[config.mk]
export PLATFORM = sky130hd
export DESIGN_NAME = elevator_controller
export DESIGN_NICKNAME = d
export VERILOG_FILES = /design/src/rtl/elevator_controller_pkg.sv /design/src/rtl/elevator_controller_call_mask.sv /design/src/rtl/elevator_controller.sv
export SDC_FILE = /design/constraint.sdc
export NUM_CORES = 1
export LEC_CHECK = 0
export BUFFER_PORTS_ARGS = -buffer_cell sky130_fd_sc_hd__buf_4
export CORE_MARGIN = 5
export CORE_UTILIZATION = 60
export CTS_BUF_LIST = sky130_fd_sc_hd__clkbuf_8
export DETAILED_ROUTE_END_ITERATION = 10
export GPL_TIMING_DRIVEN = 0
export PLACE_DENSITY = 0.9
export SYNTH_ARGS = -nofsm -noshare
export SYNTH_HDL_FRONTEND = slang
export SYNTH_SLANG_ARGS = --single-unit
[constraint.sdc]
create_clock -name clock_i -period 3 [get_ports clock_i]
set_clock_uncertainty 0.15 [all_clocks]
set_input_delay 0.15 -clock clock_i [delete_from_list [all_inputs] [get_ports clock_i]]
set_output_delay 0.15 -clock clock_i [all_outputs]
set_load 0.02 [all_outputs]
[src/rtl/elevator_controller_pkg.sv]
// Shared types and default sizing for the single-car elevator sequencer.
package elevator_controller_pkg;

    localparam int NUM_FLOORS_DEF    = 8;
    localparam int FLOOR_W_DEF       = 3;
    localparam int TRAVEL_CYCLES_DEF = 4;
    localparam int DOOR_CYCLES_DEF   = 3;
    localparam int CNT_W             = 8;

    typedef enum logic [1:0] {
        ST_IDLE = 2'd0,
        ST_MOVE = 2'd1,
        ST_DOOR = 2'd2
    } state_t;

    localparam logic DIR_UP = 1'b1;

endpackage

[src/rtl/elevator_controller_call_mask.sv]
// Ahead/behind detection: any pending call strictly above or strictly below the car.
module ec_call_mask #(
    parameter int NUM_FLOORS = 8,
    parameter int FLOOR_W    = 3
) (
    input  logic [NUM_FLOORS-1:0] floors_called_i,
    input  logic [FLOOR_W-1:0]    current_floor_i,
    output logic                  calls_above_o,
    output logic                  calls_below_o
);

    always_comb begin
        calls_above_o = 1'b0;
        calls_below_o = 1'b0;
        for (int i = 0; i < NUM_FLOORS; i++) begin
            if (floors_called_i[i]) begin
                if (i > int'(current_floor_i)) calls_above_o = 1'b1;
                if (i < int'(current_floor_i)) calls_below_o = 1'b1;
            end
        end
    end

endmodule

[src/rtl/elevator_controller.sv]
// SCAN-policy sequencer: latches calls, steps the car one floor at a time, dwells at called floors.
module elevator_controller
    import elevator_controller_pkg::*;
#(
    parameter int NUM_FLOORS    = NUM_FLOORS_DEF,
    parameter int FLOOR_W       = FLOOR_W_DEF,
    parameter int TRAVEL_CYCLES = TRAVEL_CYCLES_DEF,
    parameter int DOOR_CYCLES   = DOOR_CYCLES_DEF
) (
    input  logic                  clock_i,
    input  logic                  reset_i,
    input  logic [NUM_FLOORS-1:0] call_req_i,
    output logic [FLOOR_W-1:0]    current_floor_o,
    output logic [NUM_FLOORS-1:0] floors_called_o,
    output logic                  door_open_o,
    output logic                  moving_o,
    output logic                  going_up_o
);

    state_t                  state_q;
    logic [FLOOR_W-1:0]      current_floor_q;
    logic [NUM_FLOORS-1:0]   floors_called_q, floors_called_d;
    logic [NUM_FLOORS-1:0]   floor_onehot, clear_mask;
    logic                    going_up_q, door_open_q, moving_q;
    logic [CNT_W-1:0]        trav_cnt_q, door_cnt_q;
    logic                    calls_above, calls_below, at_call;

    ec_call_mask #(
        .NUM_FLOORS (NUM_FLOORS),
        .FLOOR_W    (FLOOR_W)
    ) u_call_mask (
        .floors_called_i (floors_called_q),
        .current_floor_i (current_floor_q),
        .calls_above_o   (calls_above),
        .calls_below_o   (calls_below)
    );

    assign at_call = floors_called_q[current_floor_q];

    // The current floor's bit is cleared when a stop is taken and kept clear for the
    // whole dwell, so a call for the open floor only extends the door time.
    always_comb begin
        floor_onehot                  = '0;
        floor_onehot[current_floor_q] = 1'b1;
        clear_mask                    = '0;
        if ((state_q == ST_IDLE && at_call) || state_q == ST_DOOR)
            clear_mask = floor_onehot;
        floors_called_d = (floors_called_q | call_req_i) & ~clear_mask;
    end

    always_ff @(posedge clock_i or posedge reset_i) begin
        if (reset_i) begin
            state_q         <= ST_IDLE;
            current_floor_q <= '0;
            floors_called_q <= '0;
            going_up_q      <= DIR_UP;
            door_open_q     <= 1'b0;
            moving_q        <= 1'b0;
            trav_cnt_q      <= '0;
            door_cnt_q      <= '0;
        end else begin
            floors_called_q <= floors_called_d;
            case (state_q)
                ST_IDLE: begin
                    if (at_call) begin
                        state_q     <= ST_DOOR;
                        door_cnt_q  <= CNT_W'(DOOR_CYCLES - 1);
                        door_open_q <= 1'b1;
                    end else if (going_up_q ? calls_above : calls_below) begin
                        state_q    <= ST_MOVE;
                        trav_cnt_q <= CNT_W'(TRAVEL_CYCLES - 1);
                        moving_q   <= 1'b1;
                    end else if (going_up_q ? calls_below : calls_above) begin
                        going_up_q <= ~going_up_q;
                        state_q    <= ST_MOVE;
                        trav_cnt_q <= CNT_W'(TRAVEL_CYCLES - 1);
                        moving_q   <= 1'b1;
                    end
                end
                ST_MOVE: begin
                    if (trav_cnt_q == '0) begin
                        if (going_up_q) begin
                            if (current_floor_q != FLOOR_W'(NUM_FLOORS - 1))
                                current_floor_q <= current_floor_q + 1'b1;
                        end else if (current_floor_q != '0) begin
                            current_floor_q <= current_floor_q - 1'b1;
                        end
                        state_q  <= ST_IDLE;
                        moving_q <= 1'b0;
                    end else begin
                        trav_cnt_q <= trav_cnt_q - 1'b1;
                    end
                end
                ST_DOOR: begin
                    if (call_req_i[current_floor_q]) begin
                        door_cnt_q <= CNT_W'(DOOR_CYCLES - 1);
                    end else if (door_cnt_q == '0) begin
                        state_q     <= ST_IDLE;
                        door_open_q <= 1'b0;
                    end else begin
                        door_cnt_q <= door_cnt_q - 1'b1;
                    end
                end
                default: begin
                    state_q     <= ST_IDLE;
                    door_open_q <= 1'b0;
                    moving_q    <= 1'b0;
                end
            endcase
        end
    end

    assign current_floor_o = current_floor_q;
    assign floors_called_o = floors_called_q;
    assign door_open_o     = door_open_q;
    assign moving_o        = moving_q;
    assign going_up_o      = going_up_q;

endmodule
==> metrics.txt <==
I/O pin cnt 24; dpl cells 283; Post-Layout Cell Count 298; dpl hpwl 3.48 mm; min cycle time layout between 2 and 3 ns; Switching Power 1170 uW; Final setup viols 0; count of pins over their slew limit 0; vias post-DR ~1.9k; ratio of cells with drive above 1 in the final layout 22.2%; initial antenna violation count 0; Clock Path Buffers 2; Avg Inst Size Synth 9.66 sq um; Hold Slack -0.000700 ns; antenna cells 0; die height 68.7 um; Vias/cell 6.29; Die Wd 68.7 um; core area 3340 sq um; CP max stage delay 0.51 ns; gr ovfl total 0; TritonCTS Buffers 5; Pre-antenna DRT Iters 5; Crit path buffers/inverters 3; Worst-Skew Late Latency 0.30 ns; kind of critical path flop to flop; Cells after Synth between 200 and 250; PD cells 1020 nW/um^2; Routed Antenna Nets 0; Max-Cap Viols 0; DRC violation total after the first TritonRoute iteration between 200 and 300; EDFF count, synth 0; Synthesis Warnings 0; Sw Ratio 46.9%; ys async rst share 100%; DP Area 2300 sq um; Final GP Congestion between 0.8 and 0.9; starting density of the core approximately three fifths; Syn Nets between 200 and 250; status finished with violations; vias in the first global route 1798; Worst setup SP type flop; Hold Fails Final Rpt 1; P&R area growth vs syn 19.0%; Final nets 271; largest area contributor in the synthesized netlist dfrtp_1; most used cell, CP inv_1; Synth Flop Type dfrtp_1; # H-tree levels 2; CTS root buf clkbuf_8; synth top area cells dfrtp_1 (38%), ha_1 (6.0%), o21ai_0 (3.6%); Clk pin slew, worst setup/hold paths 0.07 ns; Die ar. 4720 sq um; PortBufs 23; largest net degree at the start of global routing 33; unrepaired setup endpoints after global routing no; Top delay family on crit path compound AO/OA/AOI/OAI gates; CP max FO 10; Crit-path slowest cell dfrtp_1; register share of total power 32.1%; Req. time, crit path 3.03 ns; fill count 226; Synth cell types 56; Comb power frac 53.7%; first-pass GRT wire length 8.69 mm; crit end category flop; Synth top area share 37.5%; peak supply drop between 300 and 400 uV; Yosys reg bits 32; failing checks negative hold slack; Pint 1330 uW; clock network fraction of total power 14.2%; Max Clock Freq 0.378 GHz; post-layout instance area between 2000 and 2500 sq um; netlist area before placement 2070 sq um; crit path DAT between 2 and 3 ns; crit-path cells buf_2 -> inv_1 -> ha_1 -> inv_1 -> a22o_1 -> a221oi_2 -> a21oi_2 -> or2_2; # rows 21; total clock sinks 32; postcts setup bufs 0; type of the worst min-delay path primary input to flop; GRT Util Overall 25.4%; Routed WL per cell about 18 um; CTS tree done; period utilization 88.3%; DRT Wirelength around 5.2 mm; Worst slew margin 53.4%; worst slew pin tran around 0.69 ns; leakage about 0.0011 uW; # DRC 0; final setup TNS 0 ns; Seq/Total Area, Yosys 38.8%
## cells by family (layout without fill, tap and decap cells)
logic type / Yosys count / after routing / synth area share (%)
compound gates: 69 / 69 / 23.9
xor+xnor: 2 / 2 / 0.847
buf+inv: 20 / 58 / 4.29
simple gates: 70 / 70 / 19.2
fa+ha+maj: 10 / 10 / 6.05
flops: 32 / 32 / 38.8
mux: 11 / 11 / 6.90
## power by group through the flow
stage               Sequential [uW]  Combinational [uW]  Clock [uW]
finish                          802                1340         355
global route                    819                1460         370
CTS                             791                1320         353
detailed placement              794                1300           0
global placement                786                1240           0
floorplan                       808                 919           0
## what timing repair did
item                                   CTS  global route
resized for setup                        0             0
hold buffers                             6             1
endpoints found under the hold margin    6            31
## Yosys cell counts (2+ instances only)
| cell type | n |
|---|---|
| dfrtp_1 | 31 |
| nor3b_1 | 4 |
| nand2b_1 | 5 |
| nor3_1 | 4 |
| and2_1 | 3 |
| nand2_1 | 17 |
| inv_1 | 11 |
| mux4_2 | 2 |
| a32o_1 | 2 |
| nor2_1 | 16 |
| o21ai_1 | 4 |
| a31oi_1 | 8 |
| o21a_1 | 2 |
| nand3_1 | 3 |
| nor4b_2 | 3 |
| nor2b_1 | 6 |
| a22o_1 | 4 |
| o31ai_1 | 2 |
| nor4_1 | 3 |
| a21boi_0 | 2 |
| o32a_1 | 3 |
| clkbuf_1 | 4 |
| buf_2 | 2 |
| mux2i_1 | 3 |
| a21o_1 | 4 |
| a21oi_1 | 8 |
| mux2_2 | 5 |
| o21ai_0 | 15 |
| xnor2_1 | 2 |
| ha_1 | 10 |
## final cells by class
class	instances	area (sq um)	share of cell area (%)
plain buffers	8	43.8	1.78
clock buffers	6	82.6	3.36
clock inverters	2	10.0	0.407
inverters	12	45.0	1.83
multi-input cells	162	1180	47.8
flip-flops and latches	32	802	32.6
well taps	46	57.6	2.34
repair buffers	30	243	9.86
## cell usage in the layout, fill, tap and decap left out, types with 4 or more instances in the layout
cell | netlist | routed
nor2_1 | 16 | 16
a21oi_1 | 8 | 8
dfrtp_1 | 31 | 31
inv_1 | 11 | 10
buf_4 | 1 | 24
a31oi_1 | 8 | 8
o21ai_1 | 4 | 4
dlygate4sd3_1 | 0 | 7
a21o_1 | 4 | 4
nor3_1 | 4 | 4
a22o_1 | 4 | 4
o21ai_0 | 15 | 15
nand2b_1 | 5 | 5
mux2_2 | 5 | 5
clkbuf_8 | 0 | 6
nor2b_1 | 6 | 6
clkbuf_1 | 4 | 4
ha_1 | 10 | 10
nand2_1 | 17 | 17
nor3b_1 | 4 | 4
## path summary, 6_finish.rpt
kind                                      end  cells after the start  slack [ns]               start
max                                state_q[0]                      8        0.35  current_floor_o[0]
min                        floors_called_o[5]                      3     -0.0007       call_req_i[5]
max reg2reg                        state_q[0]                      8        0.35  current_floor_o[0]
min reg2reg                          moving_o                      1        0.36            moving_o
max in group asynchronous  current_floor_o[1]                      3        1.89             reset_i
min in group asynchronous       door_cnt_q[2]                      3        0.37             reset_i
## per-layer routing
metal	part of all wire (%)	vias to the layer above	track usage, %
li1	-	866	-
met1	42	912	32.8
met2	48	78	39.8
met3	7.3	17	6.81
met4	2.8	0	11.2
met5	0	-	0
## flip-flops by register name, summed over array words and instances (netlist names)
signal,flops
current_floor_o,3
door_cnt_q,8
door_open_o,1
floors_called_o,8
going_up_o,1
moving_o,1
state_q,2
trav_cnt_q,8
## stage by stage
| stage | setup WS, ns | utilization (%) | power, uW |
|---|---|---|---|
| 2_1_floorplan | 0.704 | - | 1730 |
| 3_3_place_gp | 0.496 | 68.9 | 2030 |
| 3_5_place_dp | 0.442 | 68.9 | 2100 |
| 4_1_cts | 0.407 | 73.5 | 2460 |
| 5_1_grt | 0.228 | 73.8 | 2650 |
| 6_report | 0.352 | 73.8 | 2500 |
## tightest hold or removal path, stage by stage
cell     delay (ns)
buf_4          0.11
nor2_1         0.09
a31oi_1        0.05
(Power assumes the default switching activity.)
